$ cat config.mk
export PLATFORM = sky130hd
export DESIGN_NAME = iram_reader
export DESIGN_NICKNAME = d
export VERILOG_FILES = /design/src/rtl/iram_reader_pkg.sv /design/src/rtl/iram_reader_fsm.sv /design/src/rtl/iram_reader.sv
export SDC_FILE = /design/constraint.sdc
export NUM_CORES = 1
export LEC_CHECK = 0
export BUFFER_PORTS_ARGS = -buffer_cell sky130_fd_sc_hd__buf_2
export CELL_PAD_IN_SITES_DETAIL_PLACEMENT = 1
export CELL_PAD_IN_SITES_GLOBAL_PLACEMENT = 1
export CORE_ASPECT_RATIO = 1.5
export CORE_MARGIN = 5
export CORE_UTILIZATION = 42
export CTS_CLUSTER_DIAMETER = 100
export CTS_CLUSTER_SIZE = 25
export DETAILED_ROUTE_END_ITERATION = 10
export GPL_TIMING_DRIVEN = 0
export PLACE_DENSITY_LB_ADDON = 0.08
export SLEW_MARGIN = 20
export SYNTH_ARGS = -nofsm -noshare
export SYNTH_HDL_FRONTEND = slang
export SYNTH_SLANG_ARGS = --single-unit
$ cat constraint.sdc
create_clock -name clk -period 3 [get_ports clk]
set_clock_uncertainty 0.2 [all_clocks]
set_input_delay 0.3 -clock clk [delete_from_list [all_inputs] [get_ports clk]]
set_output_delay 0.3 -clock clk [all_outputs]
set_load 0.01 [all_outputs]
$ cat src/rtl/iram_reader_pkg.sv
// -----------------------------------------------------------------------------
// iram_reader_pkg
//   Shared definitions for the input-RAM frame reader.
//   The text macros form the shared header: the system word width
//   (WordDataBus), the frame length, the index width and the FSM state
//   encoding. The package wraps them as typed parameters and a state enum
//   for the RTL files.
// -----------------------------------------------------------------------------
`ifndef IRAM_READER_DEFS
`define IRAM_READER_DEFS
`define WordDataBus   32
`define IRAM_WORDS    7
`define IRAM_IDX_W    3
`define IRAM_ST_IDLE  1'b0
`define IRAM_ST_SEND  1'b1
`endif

package iram_reader_pkg;

  localparam int WORD_W_DEF = `WordDataBus;
  localparam int WORDS_DEF  = `IRAM_WORDS;
  localparam int IDX_W      = `IRAM_IDX_W;

  typedef enum logic {
    IDLE = `IRAM_ST_IDLE,
    SEND = `IRAM_ST_SEND
  } state_t;

endpackage

$ cat src/rtl/iram_reader_fsm.sv
// -----------------------------------------------------------------------------
// iram_reader_fsm
//   Control half of the frame reader: state, word index and control pulses.
//   Ports:
//     clk, reset_          clock, asynchronous active-low reset
//     in_rdy               a frame is offered on the data inputs
//     soft_clr             synchronous clear, highest priority
//     out_ready            downstream accepts the current word
//     capture              tells the top level to load the holding register
//     in_ack               pulse in the cycle a frame is captured
//     busy, out_valid      high while a frame is being sent
//     frame_done           pulse in the cycle the last word is accepted
//     overrun              sticky: a frame was offered while busy
//     idx                  index of the word currently offered
// -----------------------------------------------------------------------------
module iram_reader_fsm
  import iram_reader_pkg::*;
#(
  parameter int WORDS = WORDS_DEF
) (
  input  logic             clk,
  input  logic             reset_,
  input  logic             in_rdy,
  input  logic             soft_clr,
  input  logic             out_ready,
  output logic             capture,
  output logic             in_ack,
  output logic             busy,
  output logic             out_valid,
  output logic             frame_done,
  output logic             overrun,
  output logic [IDX_W-1:0] idx
);

  localparam logic [IDX_W-1:0] LAST = IDX_W'(WORDS - 1);

  state_t           r_state;
  logic [IDX_W-1:0] r_idx;
  logic             r_overrun;

  // The acknowledge pulses are decoded from the current state so that they
  // line up with the cycle in which the handshake happens. reset_ is folded
  // into capture so in_ack stays low while the block is held in reset.
  assign capture    = reset_ && (r_state == IDLE) && in_rdy && !soft_clr;
  assign in_ack     = capture;
  assign frame_done = (r_state == SEND) && out_ready && !soft_clr && (r_idx == LAST);
  assign busy       = (r_state == SEND);
  assign out_valid  = (r_state == SEND);
  assign overrun    = r_overrun;
  assign idx        = r_idx;

  // NOTE: state registers use non-blocking assignments so every register
  // samples the pre-edge values, independent of statement order.
  always_ff @(posedge clk or negedge reset_) begin
    if (!reset_) begin
      r_state   <= IDLE;
      r_idx     <= '0;
      r_overrun <= 1'b0;
    end else if (soft_clr) begin
      r_state   <= IDLE;
      r_idx     <= '0;
      r_overrun <= 1'b0;
    end else begin
      unique case (r_state)
        IDLE: begin
          if (in_rdy) begin
            r_state <= SEND;
            r_idx   <= '0;
          end
        end
        SEND: begin
          // A new frame cannot be taken mid-send; remember that one was lost.
          if (in_rdy) r_overrun <= 1'b1;
          if (out_ready) begin
            if (r_idx == LAST) begin
              r_state <= IDLE;
              r_idx   <= '0;
            end else begin
              r_idx <= r_idx + IDX_W'(1);
            end
          end
        end
        default: begin
          r_state <= IDLE;
          r_idx   <= '0;
        end
      endcase
    end
  end

endmodule

$ cat src/rtl/iram_reader.sv
// -----------------------------------------------------------------------------
// iram_reader
//   Captures a parallel frame of WORDS words from the input RAM and streams it
//   out one word per accepted handshake.
//   Ports:
//     clk, reset_            clock, asynchronous active-low reset
//     data_in_0..data_in_6   frame words
//     in_rdy / in_ack        frame offered / frame captured (pulse)
//     soft_clr               synchronous clear from the input RAM
//     busy                   a captured frame is still draining
//     out_data, out_idx      current word and its index
//     out_valid / out_ready  output handshake
//     frame_done             last word accepted (pulse)
//     overrun                sticky: frame offered while busy
// -----------------------------------------------------------------------------
module iram_reader
  import iram_reader_pkg::*;
#(
  parameter int WORDS  = WORDS_DEF,
  parameter int WORD_W = WORD_W_DEF
) (
  input  logic              clk,
  input  logic              reset_,
  input  logic [WORD_W-1:0] data_in_0,
  input  logic [WORD_W-1:0] data_in_1,
  input  logic [WORD_W-1:0] data_in_2,
  input  logic [WORD_W-1:0] data_in_3,
  input  logic [WORD_W-1:0] data_in_4,
  input  logic [WORD_W-1:0] data_in_5,
  input  logic [WORD_W-1:0] data_in_6,
  input  logic              in_rdy,
  input  logic              soft_clr,
  output logic              in_ack,
  output logic              busy,
  output logic [WORD_W-1:0] out_data,
  output logic [IDX_W-1:0]  out_idx,
  output logic              out_valid,
  input  logic              out_ready,
  output logic              frame_done,
  output logic              overrun
);

  logic [WORD_W-1:0] w_in [7];
  logic [WORD_W-1:0] r_hold [WORDS];
  logic              w_capture;
  logic [IDX_W-1:0]  w_idx;

  assign w_in[0] = data_in_0;
  assign w_in[1] = data_in_1;
  assign w_in[2] = data_in_2;
  assign w_in[3] = data_in_3;
  assign w_in[4] = data_in_4;
  assign w_in[5] = data_in_5;
  assign w_in[6] = data_in_6;

  iram_reader_fsm #(
    .WORDS (WORDS)
  ) u_fsm (
    .clk        (clk),
    .reset_     (reset_),
    .in_rdy     (in_rdy),
    .soft_clr   (soft_clr),
    .out_ready  (out_ready),
    .capture    (w_capture),
    .in_ack     (in_ack),
    .busy       (busy),
    .out_valid  (out_valid),
    .frame_done (frame_done),
    .overrun    (overrun),
    .idx        (w_idx)
  );

  // NOTE: the holding register is a small register file, not a RAM, so it
  // takes the asynchronous reset; out_data must read zero while in reset.
  always_ff @(posedge clk or negedge reset_) begin
    if (!reset_) begin
      for (int i = 0; i < WORDS; i++) r_hold[i] <= '0;
    end else if (w_capture) begin
      for (int i = 0; i < WORDS; i++) r_hold[i] <= w_in[i];
    end
  end

  // NOTE: out_data gets a default before the select loop so the mux can
  // never infer a latch for an index that matches no entry.
  always_comb begin
    out_data = '0;
    for (int i = 0; i < WORDS; i++) begin
      if (w_idx == IDX_W'(i)) out_data = r_hold[i];
    end
  end

  assign out_idx = w_idx;

endmodule

==> impl_metrics.toml, run 1 <==
[run_status]
status = "complete, but fails checks"
violations = "negative setup slack"

[worst_hold_path]
holdPathStages = 5
hold_end = "u_fsm.idx[0]"
min_from = "in_rdy"
hold_class = "in2reg"

[timing]
min_period_over_period_pct = 101
fin_ws_ns = -0.0381
min_period_ns = 3.04
tightest_slew_ns = 0.698
clock.fmax_mhz = 329
final-setup-viol-count = 2
slew_violations = 0
rsz0062_at_grt = "yes"
tns_ns = -0.0485
holdWs_ns = 0.122
slew_headroom_pct = 53.5
hold_viol_final = 0

[critical_path]
end_kind = "primary output"
worstReg2RegEnd = "r_hold[93]"
r2r_slack_ns = 0.61
crit_arrival_ns = 2.54
timing.rr.start = "u_fsm.busy"
reg2reg_depth = 6
crit_path_start = "u_fsm.idx[0]"
crit_required_ns = 2.50
worstSetupStartpointType = "flip-flop"
worstSetupPathType = "reg2out"
critPathMaxFanout = 5

[floorplanning]
die_x_um = 140
rows = 71
dieArea_mm2 = 0.0287
num_io_pins = 269
die_y_um = 205
initial_core_util_pct = 42.5
core_mm2 = 0.0251

[logic_synthesis]
synth_area_per_cell_um2 = 12.7
syn_nets = 1066
synth-seq-cells = 229
yosysWarningCount = 0
synthFlopType = "dfrtp_1"
synthDistinctLibCells = 32
yosysSeqAreaShare_pct = 53.8
synth-edff-count = 0
syn_inst = 836
ys_async_sr_fraction_pct = 100
syn_area_mm2 = 0.0107

[placed_design]
gp_congestion = 0.809
dp_slack_ns = -0.101
port-buffer-count = 268
dp.cells = 1434
dpl.hpwl_um = 26400

[route]
vias_per_cell = 5.28
dr_total_vias = 8939
firstDrtPassIters = 4
drcViolationCount = 0
routed_wl_um = 40500
routedWlPerCell_um = 23.9
drt_iter0_drc = 422
antenna_left = 0

[layout]
syn_to_final_growth_pct = 47.8
final_cells = 1694
layout-drive-gt1-share_pct = 45.6
fill_cells = 2599
multi_input_area_mm2 = 0.00487
fin_nets = 1593
ff_latch_area_mm2 = 0.00573

[clock_tree]
cts_tree = "yes"
cts_buffer_depth = 3
cts.clk_slew.worst_paths_ns = 0.11
clock-sinks = 229
htreeDepth = 1
cts-root-buf = "clkbuf_16"
cts_buffers = 13
clock_latency_ns = 0.48

[pwr]
power_density_mw_per_mm2 = 535
power.total_mw = 8.43
peakVddDrop_v = 0.000497
p_leak_nw = 6.94

[global_route]
grtUsageTotal_pct = 27.7
globalRouteOverflowTotal = 0
met1_usage_pct = 32.9
use_met3_pct = 3.62
grt.met2_usage_pct = 51.7
busiest_layer = "met2"
grt_pass1_vias = 10400
grt_pass1_wl_um = 61300
grt_max_degree = 91
antenna_found_initial = 3

[run]
cap_viol_max_count = 0
power breakdown:
part | switching (mW) | leakage [nW] | internal, mW
logic | 1.06 | 4.03 | 1.31
clock network | 1.06 | 0.177 | 0.830
registers | 0.402 | 2.73 | 3.77
logic make-up (layout without fill, tap and decap cells):
kind of cell	count (synthesis)	in the layout	share of synthesized area (%)
fa+ha+maj	1	1	0.117
mux	250	250	26.1
compound gates	162	162	10.6
other cells	0	3	0
simple gates	115	115	5.85
buf+inv	79	606	3.52
flops	229	229	53.8
critical path: stages (launching register included):
cell and delay, ns:
dfrtp_2 0.45, and2_4 0.18, ha_4 0.15, or2_4 0.28
clkbuf_16 0.17, a221oi_4 0.24, o31ai_4 0.15, a22oi_2 0.24
buf_2 0.18
sequential cells by signal, summed over array words and instances, names as in the netlist:
signal	flops
r_hold	224
u_fsm.busy	1
u_fsm.idx	3
u_fsm.overrun	1
cell usage after synthesis (3+ instances only):
cell type / instances / area share, %
a211oi_1: 45 / 3.2
a21oi_1: 19 / 0.89
a221o_1: 22 / 2.1
a221oi_1: 8 / 0.66
a22oi_1: 8 / 0.56
a311oi_1: 3 / 0.25
buf_1: 3 / 0.11
buf_2: 30 / 1.4
buf_4: 11 / 0.77
clkbuf_1: 25 / 0.88
dfrtp_1: 229 / 54
inv_1: 10 / 0.35
mux2_1: 10 / 1.1
mux2_2: 214 / 23
mux2i_1: 26 / 2.4
nand2_1: 36 / 1.3
nand2b_1: 40 / 2.3
nor2_1: 6 / 0.21
nor2b_1: 24 / 1.4
nor3_1: 4 / 0.19
o21ai_0: 36 / 1.7
o22ai_1: 10 / 0.59
o31ai_1: 8 / 0.56
repair_timing:
action,4_1_cts,5_1_grt
hold endpoints to repair,290,0
setup buffers,3,5
pin swaps,7,5
resized for setup,51,50
gates cloned,0,1
endpoints found under the setup margin,32,31
hold buffers,235,0
cell type report:
cell class                 instances  share of cell area (%)
sequential                       229                    36.4
multi-input combinational        528                    30.9
timing repair buffer             514                    24.9
buffer                            67                    2.61
tap                              328                    2.61
clock buffer                      14                    2.15
inverter                          10                   0.238
clock inverter                     1                   0.127
antenna                            3                  0.0477
metal layers:
layer / routed length [um] / up-vias
li1: - / 4092
met1: 15800 / 4537
met2: 21800 / 237
met3: 1610 / 73
met4: 1300 / 0
met5: 0 / -
placed cells by master (no fill, tap or decap), drive strengths merged:
master	Yosys	routed
mux2i	26	26
a221o	22	22
nor2	6	6
o31ai	8	8
dfrtp	229	229
nor3	5	5
inv	10	11
nand3b	1	1
o22ai	10	10
buf	44	329
a21oi	19	19
nand2b	40	40
nand2	36	36
a311oi	3	3
o21ai	37	37
diode	0	3
ha	1	1
a211oi	45	45
o41ai	1	1
and2	1	1
a221oi	8	8
or3b	1	1
o21a	1	1
dlygate4sd3	0	229
or2	1	1
a22oi	8	8
nor2b	24	24
mux2	224	224
clkbuf	25	37
how the worst max path moves through the flow:
stage                         endpoint  slack, ns  depth (start not counted)
after global placement      r_hold[88]      -3.76                          6
after detailed placement    r_hold[88]      -0.10                          7
after global routing      out_data[19]      -0.12                          8
final                     out_data[19]      -0.04                          8
after floorplan            out_data[0]       0.51                          8
after CTS                 out_data[16]     -0.002                          9
stage by stage:
step / util, % / cell area [um2]
global placement: 49.5 / 12400
finish: 62.9 / 15800
CTS: 61.9 / 15500
floorplan: - / 10700
global route: 62.9 / 15800
detailed placement: 49.8 / 12500
Power figures use the tool's default switching activity.
==> run 2, diff against run 1 <==
Settings changed: CORE_ASPECT_RATIO 1.5 to unset.
==> impl_metrics.toml, run 2 (synthesis gave the netlist of run 1 again) <==
[global_route]
globalRouteOverflowTotal = 0
antenna_found_initial = 2
grt_pass1_wl_um = 62700
grt_pass1_vias = 10300
grtUsageTotal_pct = 28.3
grt_max_degree = 85

[layout]
fill_cells = 2601
largest_register = "r_hold"
syn_to_final_growth_pct = 47.7
final_common_cell = "buf_2"
fin_nets = 1591
final_cell_mix = "292 x buf_2, 230 x dlygate4sd3_1, 227 x dfrtp_1, 214 x mux2_2, 40 x nand2b_1"
largest_reg_flops = 224
design_area_mm2 = 0.0157
layout-drive-gt1-share_pct = 45.1

[critical_path]
crit_arrival_ns = 2.51
critPathMaxStageDelay_ns = 0.45
critPathMaxFanout = 5
worstSetupPathType = "reg2out"
critPathBufInv = 2
worstSetupStartpointType = "flip-flop"
crit_required_ns = 2.50
end_kind = "primary output"
crit_chain = "and2_4 -> ha_4 -> or2_4 -> clkbuf_16 -> a221oi_2 -> o31ai_2 -> a22oi_2 -> buf_2"
critPathTopFamily = "compound AO/OA/AOI/OAI gates"
slowest_stage = "dfrtp_2"

[clock_tree]
cts_buffer_depth = 3
cts_buffers = 13
cts.clk_slew.worst_paths_ns = 0.11
clock_latency_ns = 0.49
clock-sinks = 229
htreeDepth = 1
cts_tree = "yes"
cts-root-buf = "clkbuf_16"

[run_status]
status = "complete, but fails checks"
violations = "negative setup slack"

[timing]
fin_ws_ns = -0.0131
clock.fmax_mhz = 332
tns_ns = -0.0256
rsz0062_at_grt = "yes"
tightest_slew_ns = 0.596
slew_violations = 0
min_period_over_period_pct = 100
min_period_ns = 3.01
holdWs_ns = 0.126
slew_headroom_pct = 60.1
hold_viol_final = 0
final-setup-viol-count = 2

[route]
drt_iter0_drc = 417
firstDrtPassIters = 5
drcViolationCount = 0
vias_per_cell = 5.31
antenna_left = 0
dr_total_vias = 8994
routed_wl_um = 41100
routedWlPerCell_um = 24.3

[pwr]
p_leak_nw = 6.91
power.total_mw = 8.47
peakVddDrop_v = 0.000410
power_density_mw_per_mm2 = 538

[floorplanning]
core_mm2 = 0.0251
dieArea_mm2 = 0.0287
num_io_pins = 269
die_y_um = 169
die_x_um = 169
rows = 58
initial_core_util_pct = 42.4

[run]
cap_viol_max_count = 0

[placed_design]
placed_cell_area_mm2 = 0.0125
gp_congestion = 0.810
dp_slack_ns = -0.169
port-buffer-count = 268
dpl.hpwl_um = 26400

[worst_hold_path]
hold_class = "in2reg"
## run 2: cell types whose count changed in the layout (fill, tap and decap cells not counted), moves of 4 or more
cell      delta
clkbuf_1     +4
o31ai_4      +4
o31ai_2      -4
a211oi_1     +4
a211oi_2     -5
## run 2: where the power goes
part / switching, mW / internal (mW) / total (mW) / leakage [nW]
logic: 1.10 / 1.31 / 2.42 / 4.00
clock network: 1.06 / 0.808 / 1.87 / 0.171
registers: 0.412 / 3.77 / 4.19 / 2.73
## run 2: final cells by class
type	count	area (um2)	share of cell area, %
Timing Repair Buffer	511	3860	24.5
Clock buffer	14	329	2.09
Multi-Input combinational cell	528	4930	31.3
Antenna cell	2	5.00	0.0318
Sequential cell	229	5730	36.4
Clock inverter	1	20.0	0.127
Tap cell	330	413	2.62
Buffer	68	413	2.62
Inverter	10	37.5	0.238
## run 2: what timing repair did
item,in CTS,in global routing
gates resized for setup,73,31
pin swaps,8,2
setup endpoints to repair,33,26
buffers inserted,4,3
hold buffers,233,0
gates cloned,1,0
hold endpoints to repair,443,0
## run 2: through the flow
stage / utilization, % / std cells
after floorplan: - / 836
after global placement: 49.4 / 1434
after detailed placement: 49.7 / 1436
after CTS: 62.3 / 1689
after global routing: 62.7 / 1693
final: 62.7 / 1693
## run 2: worst paths after layout
| kind | start | end | slack, ns | cells after the start |
|---|---|---|---|---|
| setup / recovery | u_fsm.idx[1] | out_data[0] | -0.01 | 8 |
| hold / removal | in_rdy | u_fsm.idx[0] | 0.13 | 5 |
| setup reg to reg | u_fsm.busy | r_hold[27] | 0.70 | 6 |
| hold reg to reg | r_hold[11] | r_hold[11] | 0.31 | 1 |
| max in group asynchronous | reset_ | r_hold[24] | 1.67 | 5 |
| min in group asynchronous | reset_ | r_hold[18] | 0.31 | 4 |
## run 2: metal layers
metal	track usage [%]	share of wire (%)	wire [um]	vias to the layer above
li1	-	-	-	4079
met1	37.3	42	17400	4630
met2	50.7	51	21100	241
met3	3.61	4.3	1780	44
met4	5.11	1.8	734	0
met5	0	0	0	-
## run 2: worst register-to-register path: cells and delay by family, from the launching register on
family | cells | cell delay (ns)
AND/OR/NAND/NOR | 1 | 0.25
multiplexers | 1 | 0.39
buffers and inverters | 4 | 0.91
flip-flops | 1 | 0.43
==> run 3, diff against run 2 <==
Settings changed: CELL_PAD_IN_SITES_DETAIL_PLACEMENT 1 to unset, CELL_PAD_IN_SITES_GLOBAL_PLACEMENT 1 to unset, CORE_UTILIZATION 42 to 49, SYNTH_HIERARCHICAL set to 1.
Clock period 3 ns to 2.7 ns, I/O delays scaled along.
==> impl_metrics.toml, run 3 <==
[clock_tree]
ctsHoldBuffers = 232
cts_tree = "yes"
cts-root-buf = "clkbuf_16"
clock_latency_ns = 0.48
cts.clk_slew.worst_paths_ns = 0.10
clock-sinks = 229
cts_buffers = 13
htreeDepth = 1
cts_buffer_depth = 3

[timing]
clock.fmax_mhz = 379
min_period_ns = 2.64
rsz0062_at_grt = "no"
hold_viol_final = 175
slew_violations = 0
tightest_slew_ns = 0.487
min_period_over_period_pct = 97.7
tns_ns = 0
holdWs_ns = -0.214
final-setup-viol-count = 0
slew_headroom_pct = 67.5
fin_ws_ns = 0.0621

[layout]
fin_nets = 1565
final_common_cell = "buf_2"
largest_reg_flops = 224
layout-drive-gt1-share_pct = 44.7
fill_cells = 1530
final_cell_mix = "299 x buf_2, 228 x dlygate4sd3_1, 226 x dfrtp_1, 223 x mux2_2, 53 x mux2i_1"
syn_to_final_growth_pct = 42.6
final_cells = 1616
largest_register = "r_hold"

[logic_synthesis]
synthDistinctLibCells = 34
synth-edff-count = 0
yosysWarningCount = 6
synth_top_area_cell = "dfrtp_1"
syn_inst = 815
synth_area_leaders = "dfrtp_1 52%, mux2_2 23%, mux2i_1 4.9%"
yosys-top-cells-count = "229 x dfrtp_1, 223 x mux2_2, 54 x mux2i_1"
synth-seq-cells = 229
syn_area_mm2 = 0.0109
netlist.area_leader.share_pct = 52.4
synth_area_per_cell_um2 = 13.4
yosysMostFrequentCell = "dfrtp_1"
yosysSeqAreaShare_pct = 52.4
syn_nets = 1044
synthFlopType = "dfrtp_1"
ys_async_sr_fraction_pct = 100

[global_route]
grt_pass1_vias = 9918
grt_pass1_wl_um = 58400
grt_max_degree = 97
antenna_found_initial = 1
grt.met2_usage_pct = 49.7
busiest_layer = "met2"
globalRouteOverflowTotal = 0
use_met3_pct = 5.15
grtUsageTotal_pct = 29.2
met1_usage_pct = 38.4

[placed_design]
gp_congestion = 0.807
dp.cells = 1365
dp_slack_ns = -0.375
dpl.hpwl_um = 24300
port-buffer-count = 268

[route]
dr_total_vias = 9145
routedWlPerCell_um = 23.5
drt_iter0_drc = 606
antenna_left = 0
vias_per_cell = 5.66
routed_wl_um = 37900
drcViolationCount = 0
firstDrtPassIters = 5

[critical_path]
critPathBufInv = 3
critPathMaxFanout = 10
crit_arrival_ns = 2.17
crit_chain = "buf_4 -> clkbuf_2 -> nand3b_1 -> a21oi_1 -> o32a_1 -> buf_2"
crit_required_ns = 2.23
slowest_stage = "dfrtp_2"
end_kind = "primary output"
worstSetupPathType = "reg2out"
critPathMaxStageDelay_ns = 0.46
critPathTopFamily = "buffers and inverters"
worstSetupStartpointType = "flip-flop"

[floorplanning]
initial_core_util_pct = 49.9
core_mm2 = 0.0219
die_y_um = 159
rows = 54
dieArea_mm2 = 0.0254
die_x_um = 159
num_io_pins = 269

[pwr]
power.total_mw = 9.29
power_density_mw_per_mm2 = 596
peakVddDrop_v = 0.000395
p_leak_nw = 7.03

[worst_hold_path]
hold_class = "in2async"

[run_status]
violations = "negative hold slack"
status = "complete, but fails checks"

[run]
cap_viol_max_count = 0
==> run 3: cell count changes after synthesis, sizes merged, moves of 21 or more <==
cell and delta:
nand2b -27, a211o +45, a211oi -42, nor2b -21, nand2 -34, o21ai -36
o211ai +22, a2bb2oi +31, a221o -22, mux2i +28
==> run 3: repair_timing <==
| item | 4_1_cts | 5_1_grt |
|---|---|---|
| endpoints found under the setup margin | 32 | 51 |
| setup buffers | 3 | 3 |
| endpoints found under the hold margin | 368 | 175 |
| resized for setup | 26 | 17 |
==> run 3: where the power goes <==
part,leakage [nW],switching [mW],internal (mW)
Combinational,4.13,0.971,1.53
Sequential,2.72,0.513,4.21
Clock,0.172,1.17,0.894
Total,7.03,2.65,6.64
==> run 3: layer usage <==
| metal | vias up | part of all wire (%) |
|---|---|---|
| met5 | - | 0 |
| met4 | 0 | 3.1 |
| met3 | 78 | 5.8 |
| met2 | 355 | 50 |
| met1 | 4617 | 41 |
| li1 | 4095 | - |
==> run 3: cell families (layout without fill, tap and decap cells) <==
family          Yosys count  count (layout)  share of synthesized area (%)
mux                     279             279                           28.2
flops                   229             229                           52.4
compound gates          166             166                           12.1
buf+inv                  73             593                           3.73
simple gates             68              68                           3.51
other cells               0               1                              0
==> run 3: metrics by stage <==
stage	cell area, um2	util, %
detailed placement	12700	58.0
finish	15600	71.2
CTS	15500	70.8
global placement	12600	57.7
global route	15600	71.2
floorplan	10900	-
==> run 3: final timing paths <==
check | depth (start not counted) | slack (ns) | start | to
min in group clk | 1 | 0.32 | r_hold[61] | r_hold[61]
setup reg to reg | 6 | 0.16 | u_fsm/busy | r_hold[182]
hold / removal | 4 | -0.21 | reset_ | r_hold[71]
setup / recovery | 6 | 0.06 | u_fsm/idx[0] | out_data[24]
max in group asynchronous | 6 | 1.51 | reset_ | r_hold[189]
hold reg to reg | 1 | 0.32 | r_hold[61] | r_hold[61]
==> run 3: cell type report <==
class                      instances  area (um2)  area share [%]
clock buffer                      13         325            2.09
timing repair buffer             508        3840            24.7
antenna                            1        2.50          0.0161
sequential                       229        5730            36.8
inverter                           3        11.3          0.0722
tap                              280         350            2.25
multi-input combinational        513        4820            30.9
clock inverter                     1        30.0           0.193
buffer                            68         474            3.04
==> run 3: worst reg2reg max path, stage by stage (launching register included) <==
cell     delay (ns)
dfrtp_1        0.47
nor2b_1        0.25
and3b_1        0.22
buf_2          0.24
buf_2          0.30
buf_2          0.37
mux2_2         0.38
